<file path="config.mk">
export PLATFORM = sky130hd
export DESIGN_NAME = seg_scan_driver
export DESIGN_NICKNAME = d
export VERILOG_FILES = /design/src/rtl/seg_scan_driver_pkg.sv /design/src/rtl/seg_char_rom.sv /design/src/rtl/seg_scan_driver.sv
export SDC_FILE = /design/constraint.sdc
export NUM_CORES = 1
export LEC_CHECK = 0
export ABC_AREA = 1
export CORE_ASPECT_RATIO = 1.25
export CORE_UTILIZATION = 34
export DETAILED_ROUTE_END_ITERATION = 6
export PLACE_DENSITY = 0.5
export SLEW_MARGIN = 20
export SYNTH_ARGS = -nofsm -noshare
export SYNTH_HDL_FRONTEND = slang
export SYNTH_SLANG_ARGS = --single-unit
</file>
<file path="constraint.sdc">
create_clock -name clk -period 3.4 [get_ports clk]
set_input_delay 0.51 -clock clk [delete_from_list [all_inputs] [get_ports clk]]
set_output_delay 0.51 -clock clk [all_outputs]
set_load 0.02 [all_outputs]
</file>
<file path="src/rtl/seg_scan_driver_pkg.sv">
// rtl/seg_scan_driver_pkg.sv - shared constants, glyphs and buffer entry type for seg_scan_driver
// Contents: segment-bus constants, active-low glyph table entries, buffer entry struct,
//           decimal-point overlay helper.
package seg_scan_driver_pkg;

  // Segment bus encoding: bit 7 = DP, bits 6:0 = g..a, all active-low.
  localparam logic [7:0] SEG_BLANK  = 8'hFF;
  localparam logic [7:0] SEG_BAD    = 8'h7F;  // DP only: marks an unsupported character
  localparam int         SEG_DP_BIT = 7;
  localparam logic [7:0] CHAR_SPACE = 8'h20;

  localparam logic [7:0] GLYPH_DASH = 8'hBF;
  localparam logic [7:0] GLYPH_0    = 8'hC0;
  localparam logic [7:0] GLYPH_1    = 8'hF9;
  localparam logic [7:0] GLYPH_2    = 8'hA4;
  localparam logic [7:0] GLYPH_3    = 8'hB0;
  localparam logic [7:0] GLYPH_4    = 8'h99;
  localparam logic [7:0] GLYPH_5    = 8'h92;
  localparam logic [7:0] GLYPH_6    = 8'h82;
  localparam logic [7:0] GLYPH_7    = 8'hF8;
  localparam logic [7:0] GLYPH_8    = 8'h80;
  localparam logic [7:0] GLYPH_9    = 8'h90;
  localparam logic [7:0] GLYPH_A    = 8'h88;
  localparam logic [7:0] GLYPH_B    = 8'h83;
  localparam logic [7:0] GLYPH_C_UP = 8'hC6;
  localparam logic [7:0] GLYPH_C_LO = 8'hA7;
  localparam logic [7:0] GLYPH_D    = 8'hA1;
  localparam logic [7:0] GLYPH_E    = 8'h86;
  localparam logic [7:0] GLYPH_F    = 8'h8E;
  localparam logic [7:0] GLYPH_G    = 8'hC2;
  localparam logic [7:0] GLYPH_H_UP = 8'h89;
  localparam logic [7:0] GLYPH_H_LO = 8'h8B;
  localparam logic [7:0] GLYPH_I_UP = 8'hF9;
  localparam logic [7:0] GLYPH_I_LO = 8'hFB;  // single segment c
  localparam logic [7:0] GLYPH_J    = 8'hE1;
  localparam logic [7:0] GLYPH_L    = 8'hC7;
  localparam logic [7:0] GLYPH_N    = 8'hAB;
  localparam logic [7:0] GLYPH_O_LO = 8'hA3;
  localparam logic [7:0] GLYPH_P    = 8'h8C;
  localparam logic [7:0] GLYPH_Q    = 8'h98;
  localparam logic [7:0] GLYPH_R    = 8'hAF;
  localparam logic [7:0] GLYPH_T    = 8'h87;
  localparam logic [7:0] GLYPH_U_UP = 8'hC1;
  localparam logic [7:0] GLYPH_U_LO = 8'hE3;
  localparam logic [7:0] GLYPH_Y    = 8'h91;

  typedef struct packed {
    logic [7:0] chr;
    logic       dp;
  } buf_entry_t;

  // Lights the decimal point (drives it low) on top of a looked-up glyph.
  function automatic logic [7:0] apply_dp(input logic [7:0] glyph, input logic dp);
    logic [7:0] r;
    r = glyph;
    if (dp) r[SEG_DP_BIT] = 1'b0;
    return r;
  endfunction

endpackage

</file>
<file path="src/rtl/seg_char_rom.sv">
// rtl/seg_char_rom.sv - combinational ASCII to active-low 7-segment glyph lookup
// Ports: char_in [7:0] ASCII code in; seg_out [7:0] active-low segments out (DP off,
//        or DP-only for unsupported codes).
module seg_char_rom
  import seg_scan_driver_pkg::*;
(
  input  logic [7:0] char_in,
  output logic [7:0] seg_out
);

  always_comb begin
    seg_out = SEG_BAD;
    case (char_in)
      8'h20:        seg_out = SEG_BLANK;
      8'h2D:        seg_out = GLYPH_DASH;
      8'h30:        seg_out = GLYPH_0;
      8'h31:        seg_out = GLYPH_1;
      8'h32:        seg_out = GLYPH_2;
      8'h33:        seg_out = GLYPH_3;
      8'h34:        seg_out = GLYPH_4;
      8'h35:        seg_out = GLYPH_5;
      8'h36:        seg_out = GLYPH_6;
      8'h37:        seg_out = GLYPH_7;
      8'h38:        seg_out = GLYPH_8;
      8'h39:        seg_out = GLYPH_9;
      8'h41, 8'h61: seg_out = GLYPH_A;
      8'h42, 8'h62: seg_out = GLYPH_B;
      8'h43:        seg_out = GLYPH_C_UP;
      8'h63:        seg_out = GLYPH_C_LO;
      8'h44, 8'h64: seg_out = GLYPH_D;
      8'h45, 8'h65: seg_out = GLYPH_E;
      8'h46, 8'h66: seg_out = GLYPH_F;
      8'h47, 8'h67: seg_out = GLYPH_G;
      8'h48:        seg_out = GLYPH_H_UP;
      8'h68:        seg_out = GLYPH_H_LO;
      8'h49:        seg_out = GLYPH_I_UP;
      8'h69:        seg_out = GLYPH_I_LO;
      8'h4A, 8'h6A: seg_out = GLYPH_J;
      8'h4C, 8'h6C: seg_out = GLYPH_L;
      8'h4E, 8'h6E: seg_out = GLYPH_N;
      8'h4F:        seg_out = GLYPH_0;
      8'h6F:        seg_out = GLYPH_O_LO;
      8'h50, 8'h70: seg_out = GLYPH_P;
      8'h51, 8'h71: seg_out = GLYPH_Q;
      8'h52, 8'h72: seg_out = GLYPH_R;
      8'h53, 8'h73: seg_out = GLYPH_5;
      8'h54, 8'h74: seg_out = GLYPH_T;
      8'h55:        seg_out = GLYPH_U_UP;
      8'h75:        seg_out = GLYPH_U_LO;
      8'h59, 8'h79: seg_out = GLYPH_Y;
      default:      seg_out = SEG_BAD;
    endcase
  end

endmodule

</file>
<file path="src/rtl/seg_scan_driver.sv">
// rtl/seg_scan_driver.sv - multiplexed 7-segment display driver with blanking, DP and blink
// Ports: clk, reset_n (sync, active-low); wr_en/wr_addr/wr_char/wr_dp character buffer
//        write; blink_mask per-digit blink; enable display on/off; seg active-low segments;
//        an active-low digit enables; frame_tick one-cycle pulse per scan frame.
module seg_scan_driver
  import seg_scan_driver_pkg::*;
#(
  parameter int DIGITS       = 4,
  parameter int PRESCALE     = 50000,
  parameter int BLINK_FRAMES = 32,
  parameter int AW           = $clog2(DIGITS)
) (
  input  logic              clk,
  input  logic              reset_n,
  input  logic              wr_en,
  input  logic [AW-1:0]     wr_addr,
  input  logic [7:0]        wr_char,
  input  logic              wr_dp,
  input  logic [DIGITS-1:0] blink_mask,
  input  logic              enable,
  output logic [7:0]        seg,
  output logic [DIGITS-1:0] an,
  output logic              frame_tick
);

  localparam int PW = $clog2(PRESCALE);
  // +1 keeps the width at least one bit when BLINK_FRAMES is 1.
  localparam int FW = $clog2(BLINK_FRAMES + 1);

  localparam logic [PW-1:0] PCNT_LAST = PW'(PRESCALE - 1);
  localparam logic [AW-1:0] IDX_LAST  = AW'(DIGITS - 1);
  localparam logic [FW-1:0] FCNT_LAST = FW'(BLINK_FRAMES - 1);

  logic [PW-1:0]     pcnt_q, pcnt_d;
  logic [AW-1:0]     idx_q, idx_d;
  logic [FW-1:0]     fcnt_q, fcnt_d;
  logic              phase_q, phase_d;
  buf_entry_t        buf_q [DIGITS];
  buf_entry_t        buf_d [DIGITS];
  logic [7:0]        seg_q, seg_d;
  logic [DIGITS-1:0] an_q, an_d;
  logic              frame_tick_q, frame_tick_d;

  logic       slot_end;
  logic       frame_end;
  buf_entry_t cur;
  logic [7:0] rom_seg;

  assign cur = buf_q[idx_q];

  seg_char_rom u_rom (
    .char_in (cur.chr),
    .seg_out (rom_seg)
  );

  always_comb begin
    slot_end  = (pcnt_q == PCNT_LAST);
    frame_end = slot_end && (idx_q == IDX_LAST);

    pcnt_d = slot_end ? '0 : pcnt_q + 1'b1;

    idx_d = idx_q;
    if (slot_end) idx_d = (idx_q == IDX_LAST) ? '0 : idx_q + 1'b1;

    // Phase flips on the same edge that raises frame_tick for the qualifying frame.
    fcnt_d  = fcnt_q;
    phase_d = phase_q;
    if (frame_end) begin
      if (fcnt_q == FCNT_LAST) begin
        fcnt_d  = '0;
        phase_d = ~phase_q;
      end else begin
        fcnt_d = fcnt_q + 1'b1;
      end
    end

    // Out-of-range addresses (non power-of-two DIGITS) are dropped.
    buf_d = buf_q;
    if (wr_en && (32'(wr_addr) < 32'(DIGITS))) begin
      buf_d[wr_addr] = '{chr: wr_char, dp: wr_dp};
    end

    an_d  = ~(DIGITS'(1) << idx_q);
    seg_d = apply_dp(rom_seg, cur.dp);
    if (phase_q && blink_mask[idx_q]) seg_d = SEG_BLANK;
    // First cycle of every slot is dark so the previous digit's segments never ghost.
    if ((pcnt_q == '0) || !enable) begin
      an_d  = '1;
      seg_d = SEG_BLANK;
    end

    frame_tick_d = frame_end;
  end

  always_ff @(posedge clk) begin
    if (!reset_n) begin
      pcnt_q       <= '0;
      idx_q        <= '0;
      fcnt_q       <= '0;
      phase_q      <= 1'b0;
      seg_q        <= SEG_BLANK;
      an_q         <= '1;
      frame_tick_q <= 1'b0;
      for (int i = 0; i < DIGITS; i++) begin
        buf_q[i] <= '{chr: CHAR_SPACE, dp: 1'b0};
      end
    end else begin
      pcnt_q       <= pcnt_d;
      idx_q        <= idx_d;
      fcnt_q       <= fcnt_d;
      phase_q      <= phase_d;
      seg_q        <= seg_d;
      an_q         <= an_d;
      frame_tick_q <= frame_tick_d;
      buf_q        <= buf_d;
    end
  end

  assign seg        = seg_q;
  assign an         = an_q;
  assign frame_tick = frame_tick_q;

endmodule
</file>
# Yosys cells after proc, flatten, opt, wreduce, memory -nomap -nowiden
# Memory sizes are Yosys's and may differ from the RTL's.
# Index checks and enable logic that the tools add are counted.
[classes] n_bitwise=5 shifts=1 eq_ne=3 order_cmp=4 reduce_logical=11 add_sub_neg=3 muxes=12
[ops] op="$bwmux W36" count=1
[ops] op="$mux W9" count=3
[ops] op="$bmux W9 S2" count=1
[ops] op="$demux W9 S2" count=1
[ops] op="$add A16 B1 Y16 const B" count=1
[ops] op="$eq A16 B16 Y1 const B" count=1
[ops] op="$logic_not A16 Y1" count=1
[ops] op="$mux W8" count=1
[ops] op="$add A6 B1 Y6 const B" count=1
[ops] op="$eq A6 B5 Y1 const B" count=1
[ops] op="$ge A3 B3 Y1 const B" count=2
[ops] op="$mux W6" count=1
[ops] op="$not A2 Y3" count=2
[ops] op="$not A4 Y4" count=1
[ops] op="$reduce_or A2 Y1" count=2
[ops] op="$reduce_or A4 Y1" count=1
[ops] op="$shl A1 B2 Y4 const A" count=1
[ops] op="$logic_and A1 B1 Y1" count=3
[ops] op="$lt A2 B3 Y1 const B" count=1
[ops] op="$lt A3 B1 Y1 const B" count=1
[ops] op="$reduce_or A3 Y1" count=1
[ops] op="$add A2 B1 Y2 const B" count=1
[ops] op="$bmux W1 S2" count=1
[ops] op="$eq A2 B2 Y1 const B" count=1
[ops] op="6 further kinds" count=8
[totals] in_bits=19 register_bits=74 elab_cells=56 n_memories=1 rom_bits=1024
[mem_list] memory="(name not given)" words=128 word_bits=8 rd=1 rd_clocked_by_memory_dff=0 wr=0 line_no="seg_char_rom.sv:13" source="case (char_in)"

# Depth between registers and ports, before layout
# Gate-level depths: netlist of run 1.
# An unclocked memory read counts as a cell.
[logic_depth] ltp_word=7 depth_mapped=16

# Modules after synthesis
# From an unflattened synthesis of run 1, not the netlist that was laid out.
[hier_totals] cells_unflattened=622 area_unflattened_um2=4170.2
[by_module_without_submodules] mod="seg_scan_driver" area_each_um2=3309.4 cells_per_inst=455 n_inst=1 seq_area_each_um2=1481.4
[by_module_without_submodules] mod="seg_char_rom" area_each_um2=860.8 cells_per_inst=167 n_inst=1 seq_area_each_um2=0.0

# Least setup slack after synthesis of run 1
# No wires, ideal clock.
[synth_path] path_kind="register to register" from="register idx_q[0]" to="register seg_q[5], in the netlist seg[5]" t_required_ns=3.284 path_stages_with_launch=15 setup_time_ns=0.116 t_arrival_ns=1.738 path_slack_ns=1.546 n_path_buf=2 cell_sequence="dfxtp_1 > buf_6 > buf_6 > nand2_1 > nand3_1 > nand2_1 > ha_1 > inv_1 > nand3_1 > nand3_1 > nand2_1 > nand2_1 > nand2_1 > o21ai_1 > nand2_1"
[synth_via] elab_chain_cells=5 elab_cells_between_ends=9 cone_classes="mux (5); bitwise (1); reduce/logical (2); memory (1)"
[synth_lines] element="from (decl)" line_no="seg_scan_driver.sv:35" source="logic [AW-1:0] idx_q, idx_d;"
[synth_lines] element="from (signal assigned)" line_no="seg_scan_driver.sv:109" source="idx_q <= idx_d;"
[synth_lines] element="$not A2 Y3 (not written as such)" line_no="seg_scan_driver.sv:49" source="assign cur = buf_q[idx_q];"
[synth_lines] element="$bmux W9 S2" line_no="seg_scan_driver.sv:49"
[synth_lines] element="$mux W9 (not written as such) (2 in series)" line_no="seg_scan_driver.sv:49"
[synth_lines] element="$mem_v2 Z128 W8 or $reduce_or A4 Y1 (tied branches)"
[synth_lines] element="to (signal assigned)" line_no="seg_scan_driver.sv:112" source="seg_q <= seg_d;"
[synth_lines] element="to (decl)" line_no="seg_scan_driver.sv:40" source="logic [7:0] seg_q, seg_d;"
# Several ways; a longest one is shown, not always the timed one. The select of a mux whose other input is x is not followed.
# A chain may end at the register's enable or synchronous reset.

# Worst setup path in the final report of run 1
[layout_path] from="register idx_q[0]" to="register seg_q[1], in the netlist seg[1]"
# The elaborated chain is that of the path after synthesis.

==> qor.txt, run 1 <==
STA
----------------------------------------------------------------------------------------
# setup viols final                                                                    0
TNS Setup                                                                           0 ns
Number of pins with negative max-slew slack in the final report                        0
Final critical path time including I/O delays and setup                          2.29 ns
Skew final                                                                    0.00817 ns
Portion of the clock cycle consumed by the worst path in the final layout          67.4%
Setup repair after global routing missed its margin                                false
Remaining max-slew budget at the tightest pin                                      61.7%
Final-report hold violation count                                                      0
Tightest Pin Transition                                                         0.572 ns
Maximum clock frequency                                                        0.437 GHz

WORST SETUP PATH
----------------------------------------------------------------------------------------
Data required, critical path                                                     3.63 ns
Launch point of the worst path                                                  idx_q[0]
Category of the worst setup path capture point                                 flip-flop
Length in cells of the worst reg-to-reg path                                          15
Capture instance of the worst register-to-register path                           seg[1]
Beginning of the worst register-to-register path                                idx_q[0]
Worst-path maximum fanout                                                             27
Crit path launch type                                                          flip-flop
R2r setup slk                                                                    1.11 ns
Arrival time of data at the critical path endpoint                               2.52 ns
Type of the worst setup path                                                  reg -> reg
Capture point of the critical path                                                seg[1]

DRT
----------------------------------------------------------------------------------------
Routed wirelength normalized by instance count                                   13.3 um
DR iter-0 viols                                                                      185
DRT antenna net count                                                                  0
Remaining design rule violation count                                                  0
Post-Route WL                                                                    10.9 mm
Number of vias per cell after detailed routing                                      4.88
Via count                                                                          3,981
Iteration count of the initial detailed-routing pass                                   5

GRT
----------------------------------------------------------------------------------------
Largest net degree at the start of global routing                                     28
Global-route usage over all layers                                                 18.8%
Antenna violations before repair                                                       0
First-pass GRT wire length                                                       17.8 mm
Congestion Overflow GR                                                                 0
Vias in the first global route                                                     3,639

POWER AND IR DROP
----------------------------------------------------------------------------------------
Switching fraction of total power                                                  26.3%
Clk pwr share                                                                      45.2%
Pint                                                                             1.55 mW
Fraction of power consumed by sequential logic                                     43.4%
Pwr per Cell Area                                                            438 mW/mm^2
Reported net switching power                                                    0.552 mW
Leakage power                                                                    2.10 nW
Comb pwr share                                                                     11.4%
VDD IR max                                                                      0.241 mV
Total design power                                                               2.10 mW

CTS
----------------------------------------------------------------------------------------
CTS clock-pin slew for the worst setup and hold paths                            0.06 ns
CTS tree                                                                             yes
Maximum buffer depth of the clock tree                                                 2
Clock Sinks                                                                           74
# Post-CTS Setup Buffers                                                               0
Hold buffer count at CTS                                                               0
H-tree depth                                                                           3
Number of instances resized during post-cts repair                                     0
Num CTS Buffers                                                                        9
Clk_lat worst skew                                                               0.34 ns
Clock root buffer master                                                       clkbuf_16

FINISH
----------------------------------------------------------------------------------------
Final Util                                                                         41.2%
Filler cell count in the final layout                                              1,251
Combined flip-flop and latch cell area                                      0.00148 mm^2
Layout Nets                                                                          682
Ant diodes                                                                             0
Area of the multi-input gates                                               0.00222 mm^2
Area Overhead vs Synth                                                             18.2%
Share of post-route cells with drive strength above 1                              8.85%

YOSYS
----------------------------------------------------------------------------------------
Post-synthesis cell count                                                            617
Fraction of synthesized cell area taken by the top area cell type                  36.6%
Number of synthesized register bits                                                   74
Yosys cell types                                                                      33
Main area contributors after synthesis                                      dfxtp_1 37%, nand2_1 14%, nor2_1 10%
Syn avg cell area                                                              6.57 um^2
YS warnings                                                                            0
Async SR Flop Fraction                                                                0%
Register area share after synthesis                                                36.6%
Syn Nets                                                                             649
Post-synth EDFFs                                                                       0
Main flop type after synthesis                                                   dfxtp_1
Netlist area before placement                                               0.00405 mm^2
Synth area leader                                                                dfxtp_1

STATUS
----------------------------------------------------------------------------------------
Status                                                                      finished clean

FLOORPLANNING
----------------------------------------------------------------------------------------
Overall die height                                                                124 um
Std-Cell Rows                                                                         44
Overall die width                                                                99.7 um
Area of the core                                                             0.0116 mm^2
Initial Utilization                                                                34.9%
IO Pins                                                                               32
Full die area                                                                0.0124 mm^2

PLACED DESIGN
----------------------------------------------------------------------------------------
DP Wirelength                                                                    7.87 mm
# port buffers                                                                        31
Weighted congestion reported at the end of routability-driven placement            0.860

RUN
----------------------------------------------------------------------------------------
Number of max-capacitance violations reported                                          0

MIN PATH
----------------------------------------------------------------------------------------
Hold crit path type                                                           reg -> reg

==> cell usage after synthesis (2+ instances only) <==
library cell and number:
nor2_1 113, nor2_2 4, clkinv_1 4, nor4_1 2, dfxtp_1 74, nand4_1 9, inv_2 8, nor3_1 7
nand3_1 44, nand2_1 147, buf_2 4, ha_1 13, nand2_2 12, inv_1 50, a21oi_1 27, nor3_2 4
xor2_1 4, o21ai_0 51, o21ai_1 15, buf_6 7, o211ai_1 2, clkbuf_1 3, nand3_2 3
==> logic make-up after synthesis <==
group           Yosys count  synth area share (%)
simple gates            348                  37.0
compound gates          101                  13.0
buf+inv                  77                  8.55
flops                    74                  36.6
fa+ha+maj                13                  4.01
xor+xnor                  4                 0.864
==> how the worst min path moves through the flow <==
stage	from	slack (ns)	to	cells after the start
after floorplan	buf_q[8]	0.43	buf_q[8]	2
after global placement	pcnt_q[0]	0.44	pcnt_q[0]	1
after detailed placement	buf_q[8]	0.45	buf_q[8]	2
after CTS	buf_q[8]	0.46	buf_q[8]	2
after global routing	buf_q[8]	0.48	buf_q[8]	2
final	buf_q[8]	0.46	buf_q[8]	2
==> critical path, cell delays in order (launching register included) <==
cell and delay, ns:
dfxtp_1 0.31, inv_2 0.37, nand2_1 0.10, nand3_1 0.12, nand2_2 0.16, inv_2 0.14, ha_1 0.17, inv_1 0.07
nor2_1 0.22, inv_1 0.13, nand3_1 0.08, nand3_1 0.08, nand2_1 0.07, nand2_1 0.05, nand2_1 0.06, nand2_1 0.04
==> sequential cells by signal (all words and copies together), names as in the netlist <==
| register | count |
|---|---|
| an | 4 |
| buf_q | 36 |
| fcnt_q | 6 |
| frame_tick | 1 |
| idx_q | 2 |
| pcnt_q | 16 |
| phase_q | 1 |
| seg | 8 |
==> power by group through the flow <==
stage | combinational [mW] | sequential (mW) | clock, mW
after floorplan | 0.155 | 0.929 | 0
after global placement | 0.239 | 0.929 | 0
after detailed placement | 0.238 | 0.929 | 0
after CTS | 0.239 | 0.910 | 0.982
after global routing | 0.272 | 0.913 | 1.01
final | 0.240 | 0.910 | 0.949
==> cells in the final DEF, fill, tap and decap left out, types with 2 or more instances in the layout <==
master | synthesis | routed
nand2_1 | 147 | 147
nor4_1 | 2 | 2
o21ai_0 | 51 | 51
clkinv_1 | 4 | 4
nor3_1 | 7 | 7
nand3_1 | 44 | 44
o211ai_1 | 2 | 2
nand3_2 | 3 | 3
o21ai_1 | 15 | 15
ha_1 | 13 | 13
clkinvlp_4 | 0 | 2
nor2_2 | 4 | 4
clkinv_2 | 0 | 3
inv_2 | 8 | 8
inv_1 | 50 | 50
nand2_2 | 12 | 12
nor2_1 | 113 | 113
clkdlybuf4s50_1 | 0 | 31
nor3_2 | 4 | 4
dfxtp_1 | 74 | 74
nand4_1 | 9 | 9
buf_4 | 0 | 6
a21oi_1 | 27 | 27
xor2_1 | 4 | 4
clkbuf_16 | 0 | 9
==> metal layers <==
layer	track usage, %	share of wire (%)	up-vias
met5	0	0	-
met4	10.1	2.8	0
met3	3.70	4.8	24
met2	29.5	46	111
met1	24.3	46	1790
li1	-	-	2056
==> layout make-up <==
cell class	instances	share of cell area [%]
Clock buffer	9	4.70
Clock inverter	7	1.44
Inverter	62	4.86
Multi-Input combinational cell	466	46.4
Sequential cell	74	30.9
Tap cell	161	4.21
Timing Repair Buffer	37	7.42
==> per-stage QoR <==
step	area [um^2]	setup slack (ns)	hold slack, ns	instances
after global routing	4790	0.885	0.476	816
after CTS	4790	1.14	0.457	816
final	4790	1.11	0.456	816
after global placement	4500	0.991	0.443	800
after detailed placement	4500	0.985	0.447	800
after floorplan	4050	1.55	0.429	617
Power figures use the tool's default switching activity.
==> inputs of run 2 (changes only) <==
Settings changed: PLACE_DENSITY 0.5 to 0.52.
Clock period 3.4 ns to 1.9 ns, I/O delays scaled along.
==> run 2 against run 1 <==
  * Combinational power rose by 97%
  * Flip-flop and latch count stayed put
  * Critical endpoint is now seg[6]
  * First-iteration DRC count increased by 38%
  * Highest routed layer unchanged
  * Final cell count rose by 3.3%
  * Via count up 1.8%
  * Sequential power grew 79%
  * Clock-buffer cell count is 2 higher
  * Largest cell class unchanged
  * Final area is 6.2% higher
==> qor.txt, run 2 (synthesis gave the netlist of run 1 again) <==
FINISH
----------------------------------------------------------------------------------------
Ant diodes                                                                             0   unchanged
Share of post-route cells with drive strength above 1                              14.1%   +5.2 points
Final non-filler cell area                                                  0.00508 mm^2   +6.2%
Largest register FFs                                                                  36   unchanged
Most frequent standard cell in the layout excluding fill and tap cells           nand2_1
Area Overhead vs Synth                                                             25.5%
Register name with the most flops                                                  buf_q
Cell Count, Final, Fillers Out                                                       843   +3.3%
Final Util                                                                         43.8%   +2.5 points
Layout Nets                                                                          709   +4.0%
Highest-count cells in the layout ignoring fill and taps                    145 x nand2_1, 111 x nor2_1, 72 x dfxtp_1, 49 x o21ai_0, 48 x inv_1

DRT
----------------------------------------------------------------------------------------
Iteration count of the initial detailed-routing pass                                   5   unchanged
Post-Route WL                                                                    11.1 mm   +2.0%
Routed wirelength normalized by instance count                                   13.1 um   -1.2%
Via count                                                                          4,053   +1.8%
DRT antenna net count                                                                  0   unchanged
Remaining design rule violation count                                                  0   unchanged
DR iter-0 viols                                                                      255   +38%
Number of vias per cell after detailed routing                                      4.81   -1.5%

MIN PATH
----------------------------------------------------------------------------------------
Endpoint with the worst hold slack                                              buf_q[8]
Hold crit path type                                                           reg -> reg
Worst min-delay path startpoint                                                 buf_q[8]
Hold path depth                                                                        2   unchanged

WORST SETUP PATH
----------------------------------------------------------------------------------------
Length in cells of the worst reg-to-reg path                                          14   -1
Capture instance of the worst register-to-register path                           seg[6]
Beginning of the worst register-to-register path                                idx_q[0]
Type of the worst setup path                                                  reg -> reg
Category of the worst setup path capture point                                 flip-flop
Worst-path maximum fanout                                                              7   -74%
Data required, critical path                                                     2.13 ns   -1.50 ns
R2r setup slk                                                                    0.08 ns   -1.03 ns
Arrival time of data at the critical path endpoint                               2.04 ns   -0.48 ns
Crit path launch type                                                          flip-flop

CTS
----------------------------------------------------------------------------------------
Clk_lat worst skew                                                               0.34 ns   about the same
CTS clock-pin slew for the worst setup and hold paths                            0.06 ns   about the same
Num CTS Buffers                                                                        9   unchanged
CTS tree                                                                             yes
Clock root buffer master                                                       clkbuf_16
Clock Sinks                                                                           74   unchanged
Maximum buffer depth of the clock tree                                                 2   unchanged
H-tree depth                                                                           3   unchanged
Hold buffer count at CTS                                                               0   unchanged

STATUS
----------------------------------------------------------------------------------------
Status                                                                      finished clean

STA
----------------------------------------------------------------------------------------
Skew final                                                                    0.00979 ns   +0.00163 ns
Portion of the clock cycle consumed by the worst path in the final layout          95.6%   +28 points
Remaining max-slew budget at the tightest pin                                      72.2%   +10 points
Final-report hold violation count                                                      0   unchanged
Maximum clock frequency                                                        0.550 GHz   +26%
# setup viols final                                                                    0   unchanged
Tightest Pin Transition                                                         0.417 ns   -0.155 ns
Number of pins with negative max-slew slack in the final report                        0   unchanged
TNS Setup                                                                           0 ns   unchanged
Final critical path time including I/O delays and setup                          1.82 ns   -0.473 ns

FLOORPLANNING
----------------------------------------------------------------------------------------
Overall die height                                                                124 um   unchanged
Initial Utilization                                                                34.9%   unchanged
Full die area                                                                0.0124 mm^2   unchanged
IO Pins                                                                               32   unchanged
Std-Cell Rows                                                                         44   unchanged
Area of the core                                                             0.0116 mm^2   unchanged
Overall die width                                                                99.7 um   unchanged

PLACED DESIGN
----------------------------------------------------------------------------------------
Area of placed instances                                                    0.00465 mm^2   +3.3%
# port buffers                                                                        31   unchanged
DP Wirelength                                                                    8.33 mm   +5.9%
Cell total after placement                                                           820   +2.5%
Weighted congestion reported at the end of routability-driven placement            0.897   +4.3%

GRT
----------------------------------------------------------------------------------------
Global-route usage over all layers                                                 19.0%   +0.20 points
Largest net degree at the start of global routing                                     41   +46%
First-pass GRT wire length                                                       18.1 mm   +1.6%
Antenna violations before repair                                                       0   unchanged
Congestion Overflow GR                                                                 0   unchanged
Vias in the first global route                                                     3,711   +2.0%

POWER AND IR DROP
----------------------------------------------------------------------------------------
Pwr per Cell Area                                                            751 mW/mm^2   +71%
VDD IR max                                                                      0.476 mV   +97%
Leakage power                                                                    2.25 nW   +7.2%

RUN
----------------------------------------------------------------------------------------
Number of max-capacitance violations reported                                          0   unchanged

[run 2: cell types whose count changed in the layout (fill, tap and decap cells not counted), sizes merged]
| cell | previous run | this run |
|---|---|---|
| clkbuf | 9 | 11 |
| buf | 6 | 33 |
| inv | 59 | 58 |
| clkinv | 7 | 8 |
| clkinvlp | 2 | 0 |
[run 2: layout make-up]
class	instances	area, um^2
clock inverters	5	53.8
multi-input cells	466	2300
flip-flops and latches	74	1480
fillers	1229	6530
repair buffers	64	569
clock buffers	11	243
inverters	62	238
well taps	161	201
[run 2: repair_timing]
item	CTS	global route
setup endpoints to repair	2	15
setup buffers	0	7
pin swaps	0	2
gates resized for setup	2	24
[run 2: routing by layer]
layer  part of all wire [%]  wire, um  vias up  track usage (%)
li1                       -         -     2110                -
met1                     46      5060     1808             23.7
met2                     45      5040      106             30.5
met3                    4.5       496       29             2.92
met4                    4.5       494        0             12.7
met5                      0         0        -                0
[run 2: how the worst max path moves through the flow]
| stage | start | to | slack [ns] | depth (start not counted) |
|---|---|---|---|---|
| final | idx_q[0] | seg[6] | 0.08 | 14 |
| after global routing | idx_q[0] | seg[6] | -0.005 | 14 |
| after CTS | idx_q[0] | seg[6] | 0.0007 | 14 |
| after detailed placement | idx_q[0] | seg[5] | -0.03 | 13 |
| after global placement | idx_q[0] | seg[6] | -0.02 | 14 |
| after floorplan | idx_q[0] | seg[5] | 0.05 | 14 |
[run 2: power by group]
group          internal, mW  total [mW]  leakage (nW)  switching, mW
Combinational         0.181       0.472          1.50          0.290
Sequential             1.60        1.63         0.603         0.0306
Clock                  1.05        1.71         0.149          0.663
[run 2: through the flow]
stage	hold WS, ns	worst slack, ns	total power, mW
4_1_cts	0.465	0.000746	3.83
5_1_grt	0.488	-0.00532	3.97
3_3_place_gp	0.444	-0.0173	2.12
6_report	0.461	0.0829	3.82
2_1_floorplan	0.411	0.0461	1.94
3_5_place_dp	0.454	-0.0300	2.11
[run 2: worst max-delay path: stages, from the launching register on]
cell and delay (ns):
dfxtp_2 0.37, buf_6 0.13, nand2_1 0.05, nand3_1 0.11, nand2_4 0.10, inv_2 0.08, buf_4 0.11, ha_2 0.20
inv_1 0.06, o21ai_1 0.15, nand2_1 0.07, nand3_1 0.07, nand3_1 0.10, nand2_1 0.08, nand2_1 0.04
